[src/rtl/write_buffer.sv]
// Write buffer between the cache and memory: a circular FIFO of line writebacks
// drained to memory in the background. Define WB_FORWARD_EN to forward buffered data on read hits.
module write_buffer #(
   parameter int DEPTH = 4
) (
   input  logic         clk,
   input  logic         proc_reset_n,
   input  logic         cache_read,
   input  logic         cache_write,
   input  logic [27:0]  cache_addr,
   input  logic [127:0] cache_wdata,
   output logic [127:0] cache_rdata,
   output logic         cache_ready,
   output logic         mem_read,
   output logic         mem_write,
   output logic [27:0]  mem_addr,
   output logic [127:0] mem_wdata,
   input  logic [127:0] mem_rdata,
   input  logic         mem_ready
);

   localparam int PTR_W = $clog2(DEPTH);
   localparam int CNT_W = $clog2(DEPTH + 1);

   typedef enum logic [1:0] {IDLE, DRAIN, READ, RESP} state_t;

   state_t             state;
   logic [27:0]        addr_q [DEPTH];
   logic [127:0]       data_q [DEPTH];
   logic [PTR_W-1:0]   head;
   logic [PTR_W-1:0]   tail;
   logic [CNT_W-1:0]   count;
   logic               enq;
   logic               deq;

   // Requests are ignored while cache_ready is high so a held request is never accepted twice.
   assign enq = cache_write && !cache_ready && (count < CNT_W'(DEPTH));
   assign deq = (state == DRAIN) && mem_ready;

`ifdef WB_FORWARD_EN
   logic               read_req;
   logic               fwd_hit;
   logic [127:0]       fwd_data;
   logic [PTR_W-1:0]   fwd_idx;

   assign read_req = cache_read && !cache_ready;

   // Scan oldest to youngest so the last match, the youngest write, wins.
   always_comb begin
      fwd_hit  = 1'b0;
      fwd_data = '0;
      fwd_idx  = head;
      for (int i = 0; i < DEPTH; i++) begin
         fwd_idx = head + PTR_W'(i);
         if ((CNT_W'(i) < count) && (addr_q[fwd_idx] == cache_addr)) begin
            fwd_hit  = 1'b1;
            fwd_data = data_q[fwd_idx];
         end
      end
   end
`endif

   always_ff @(posedge clk) begin
      if (enq) begin
         addr_q[tail] <= cache_addr;
         data_q[tail] <= cache_wdata;
      end
   end

   always_ff @(posedge clk or negedge proc_reset_n) begin
      if (!proc_reset_n) begin
         state       <= IDLE;
         head        <= '0;
         tail        <= '0;
         count       <= '0;
         cache_ready <= 1'b0;
         cache_rdata <= '0;
         mem_read    <= 1'b0;
         mem_write   <= 1'b0;
         mem_addr    <= '0;
         mem_wdata   <= '0;
      end else begin
         cache_ready <= enq;
         if (enq) begin
            tail <= tail + PTR_W'(1);
         end
         if (deq) begin
            head <= head + PTR_W'(1);
         end
         count <= count + CNT_W'(enq) - CNT_W'(deq);

         case (state)
            IDLE: begin
               // A held read blocks draining even in the cycle it cannot yet be accepted.
               if (cache_read) begin
                  if (!cache_ready) begin
`ifdef WB_FORWARD_EN
                     if (fwd_hit) begin
                        cache_ready <= 1'b1;
                        cache_rdata <= fwd_data;
                     end else begin
                        state    <= READ;
                        mem_read <= 1'b1;
                        mem_addr <= cache_addr;
                     end
`else
                     if (count == '0) begin
                        state    <= READ;
                        mem_read <= 1'b1;
                        mem_addr <= cache_addr;
                     end else begin
                        state     <= DRAIN;
                        mem_write <= 1'b1;
                        mem_addr  <= addr_q[head];
                        mem_wdata <= data_q[head];
                     end
`endif
                  end
               end else if (count != '0) begin
                  state     <= DRAIN;
                  mem_write <= 1'b1;
                  mem_addr  <= addr_q[head];
                  mem_wdata <= data_q[head];
               end
            end
            DRAIN: begin
`ifdef WB_FORWARD_EN
               if (read_req && fwd_hit) begin
                  cache_ready <= 1'b1;
                  cache_rdata <= fwd_data;
               end
`endif
               if (mem_ready) begin
                  mem_write <= 1'b0;
                  state     <= IDLE;
               end
            end
            READ: begin
               if (mem_ready) begin
                  mem_read    <= 1'b0;
                  cache_rdata <= mem_rdata;
                  cache_ready <= 1'b1;
                  state       <= RESP;
               end
            end
            RESP: begin
               state <= IDLE;
            end
            default: begin
               state <= IDLE;
            end
         endcase
      end
   end

endmodule

[config.mk]
export PLATFORM = sky130hd
export DESIGN_NAME = write_buffer
export DESIGN_NICKNAME = d
export VERILOG_FILES = /design/src/rtl/write_buffer.sv
export SDC_FILE = /design/constraint.sdc
export NUM_CORES = 1
export LEC_CHECK = 0
export ABC_CLOCK_PERIOD_IN_PS = 6700
export BUFFER_PORTS_ARGS = -buffer_cell sky130_fd_sc_hd__clkbuf_2
export CAP_MARGIN = 0
export CELL_PAD_IN_SITES_DETAIL_PLACEMENT = 0
export CELL_PAD_IN_SITES_GLOBAL_PLACEMENT = 1
export CORE_UTILIZATION = 40
export CTS_CLUSTER_DIAMETER = 200
export DETAILED_ROUTE_END_ITERATION = 8
export PLACE_DENSITY = 0.68
export SYNTH_ARGS = -nofsm -noshare
export SYNTH_HDL_FRONTEND = slang
export SYNTH_SLANG_ARGS = --single-unit
[constraint.sdc]
create_clock -name clk -period 6.7 [get_ports clk]
set_input_delay 0.67 -clock clk [delete_from_list [all_inputs] [get_ports clk]]
set_output_delay 0.67 -clock clk [all_outputs]
set_load 0.01 [all_outputs]
==> results.cfg <==
[logic_synthesis]
synth_cells = 1570
synth_largest_area_cell = edfxtp_1
ys_types = 31
ys_warn_count = 0
synth.avg_cell_area_um2 = 21.6
synthesis.nets = 1866
ys_seq_elements = 920
netlist_area_um2 = 33900
ys_top_cells_by_area = edfxtp_1 (55%), dfrtp_1 (22%), mux4_2 (10%), mux2_2 (8.5%), nand2_1 (0.66%)
synth_top_area_share_pct = 55.3
seq_area_frac_synth_pct = 77.1

[worst_setup_path]
r2r_start = count[1]$_DFF_PN0_
worstPathCellList = or3_1, nand2_4, buf_4, mux2_2
crit_path_end = mem_wdata[78]$_DFFE_PN0P_
worst_ep_arrival_time_ps = 3440
start_kind = register
worstSetupPathType = register to register
rr_worst_depth = 4
r2r_setup_slack_ps = 3770
worstPathBufferInverterCount = 1
crit_slowest_cell = buf_4
crit_path_max_incr_delay_ps = 850
critical_path.max_fanout = 57
rr_endpoint = mem_wdata[78]$_DFFE_PN0P_
required_ps = 7210
cp.depth = 4
cp-end-kind = register
crit_family = simple AND/OR/NAND/NOR gates
critPathLaunch = count[1]$_DFF_PN0_

[clock_tree]
cts_made_buffers = 97
cts.sinks = 920
root_buffer = clkbuf_16
postCtsSetupRepairBufs = 0
holdBufCountCts = 1
ctsHtreeMaxLevel = 3
cts_resized = 0
cts_buffer_depth = 3
clk_latency_ps = 650
path_clk_slew_ps = 60
cts_tree = done

[final_layout]
final_cell_mix = edfxtp_1 (624), clkbuf_2 (574), dfrtp_1 (294)
final_cells = 3408
fin_nets = 2482
post_route_cells_drive_above_1_share_pct = 51.1
syn_to_final_growth_pct = 21.9
final_common_cell = edfxtp_1

[routing]
wl_met2_mm = 40.4
met1Wirelength_mm = 32.4
drt_iter0_markers = 984
top_layer_used = met5
vias_per_cell = 5.04
routed-via-count = 17169
first_pass_iters = 5
dr_wl_met3_mm = 5.54
drcViolationCount = 0
ant_nets = 0
wl_per_cell_um = 23.6
routed_wl_mm = 80.5

[sta]
setup_tns_ps = 0
setup_slack_ps = 3770
hold_viol = 0
relSlewSlack_pct = 14.3
setup_viol = 0
finalCriticalPeriod_ps = 2930
rsz0062_at_grt = no
skew_ps = 34.2
worst_pin_slew_ps = 1280
fmaxAchievable_mhz = 342
slew_viol_final = 0
final.period_utilization_pct = 43.7

[die]
dieArea_um2 = 85900
die_y_um = 293
die_x_um = 293
num_rows = 106
initial_utilization_pct = 40.4
core-area_um2 = 83800
pin_count = 576

[placement]
post-place-ws_ps = 3730
dp.cells = 3220
gp_congestion = 0.784
io_buffers = 575
dpl.hpwl_mm = 49.6

[grt]
antenna_found_initial = 17
grt_max_degree = 139
grt_overflow_total = 0
track_usage_pct = 18.7
grt_pass1_wl_mm = 119
grt_pass1_vias = 18119

[pwr]
finalPower_mw = 18.8
p_per_area_nw_per_um2 = 454
p_leak_nw = 16.1
peakVddDrop_uv = 328

[run_status]
outcome = finished clean

[hold_path]
hp-class = primary input to register
min_from = cache_wdata[122]

[run]
cap_violations = 0
where the power goes:
part	leakage [nW]	internal (mW)	switching (mW)
registers	9.33	7.47	0.712
clock network	1.60	3.25	2.17
logic	5.19	2.53	2.64
total	16.1	13.2	5.53
state kept, by name, summed over array words and instances, names as in the netlist:
signal and flops:
data_q 512, cache_rdata 128, mem_wdata 128, addr_q 112
mem_addr 28, count 3, head 2, state 2
tail 2, cache_ready 1, mem_read 1, mem_write 1
worst register-to-register path, cell delays in order (launching register included):
cell and delay [ps]:
dfrtp_1 410, or3_1 470, nand2_4 570, buf_4 870, mux2_2 470
routing by layer:
metal	track usage, %	up-vias
met3	5.63	145
met4	5.57	24
li1	-	7491
met1	24.1	9065
met2	30.7	444
met5	0	-
cell families after synthesis:
logic type,after synthesis,share of synthesized area [%]
mux,413,18.9
buf+inv,86,1.53
xor+xnor,5,0.129
fa+ha+maj,7,0.280
simple gates,77,0.989
compound gates,62,1.06
flops,920,77.1
how the worst min path moves through the flow:
stage | end | slack (ps) | cells past startpoint
2_1_floorplan | cache_rdata[0]$_DFFE_PN0P_ | 370 | 0
3_3_place_gp | cache_rdata[113]$_DFFE_PN0P_ | 490 | 1
3_5_place_dp | cache_rdata[26]$_DFFE_PN0P_ | 490 | 1
4_1_cts | data_q[0][122]$_DFFE_PP_ | 170 | 1
5_1_grt | data_q[1][122]$_DFFE_PP_ | 180 | 1
6_report | data_q[0][122]$_DFFE_PP_ | 230 | 1
cells in the mapped netlist:
cell type  number
buf_1           1
or4b_1          1
o21a_1          1
a211oi_2        1
and3b_1         1
buf_6          13
nand3b_1        1
and2_1          2
nor2_1          3
xor2_1          1
edfxtp_1      624
ha_1            6
and3_1          4
nor4b_1         1
a211oi_1        2
mux4_2        156
buf_2          27
inv_1           7
nand2_1        60
a21oi_1        30
xnor2_1         4
mux2_2        257
or4_1           1
or3_1           1
buf_4          17
clkbuf_1       21
dfrtp_1       296
nor4_1          1
a31oi_1        28
nor2b_1         1
fa_1            1
through the flow:
| step | utilization, % | instance area, um2 | hold slack, ps |
|---|---|---|---|
| CTS | 49.3 | 41300 | 168 |
| floorplan | - | 33900 | 374 |
| detailed placement | 45.3 | 38000 | 492 |
| global route | 49.3 | 41300 | 178 |
| global placement | 45.3 | 38000 | 488 |
| finish | 49.3 | 41300 | 232 |
area by class of cell:
class | instances | area, um2
repair buffers | 596 | 3140
clock buffers | 136 | 2740
inverters | 7 | 26.3
diodes | 4 | 10.0
multi-input cells | 564 | 7280
flip-flops and latches | 920 | 26200
clock inverters | 47 | 568
well taps | 1134 | 1420
fillers | 7033 | 42500
No activity file was read; power rests on OpenSTA's default activity.
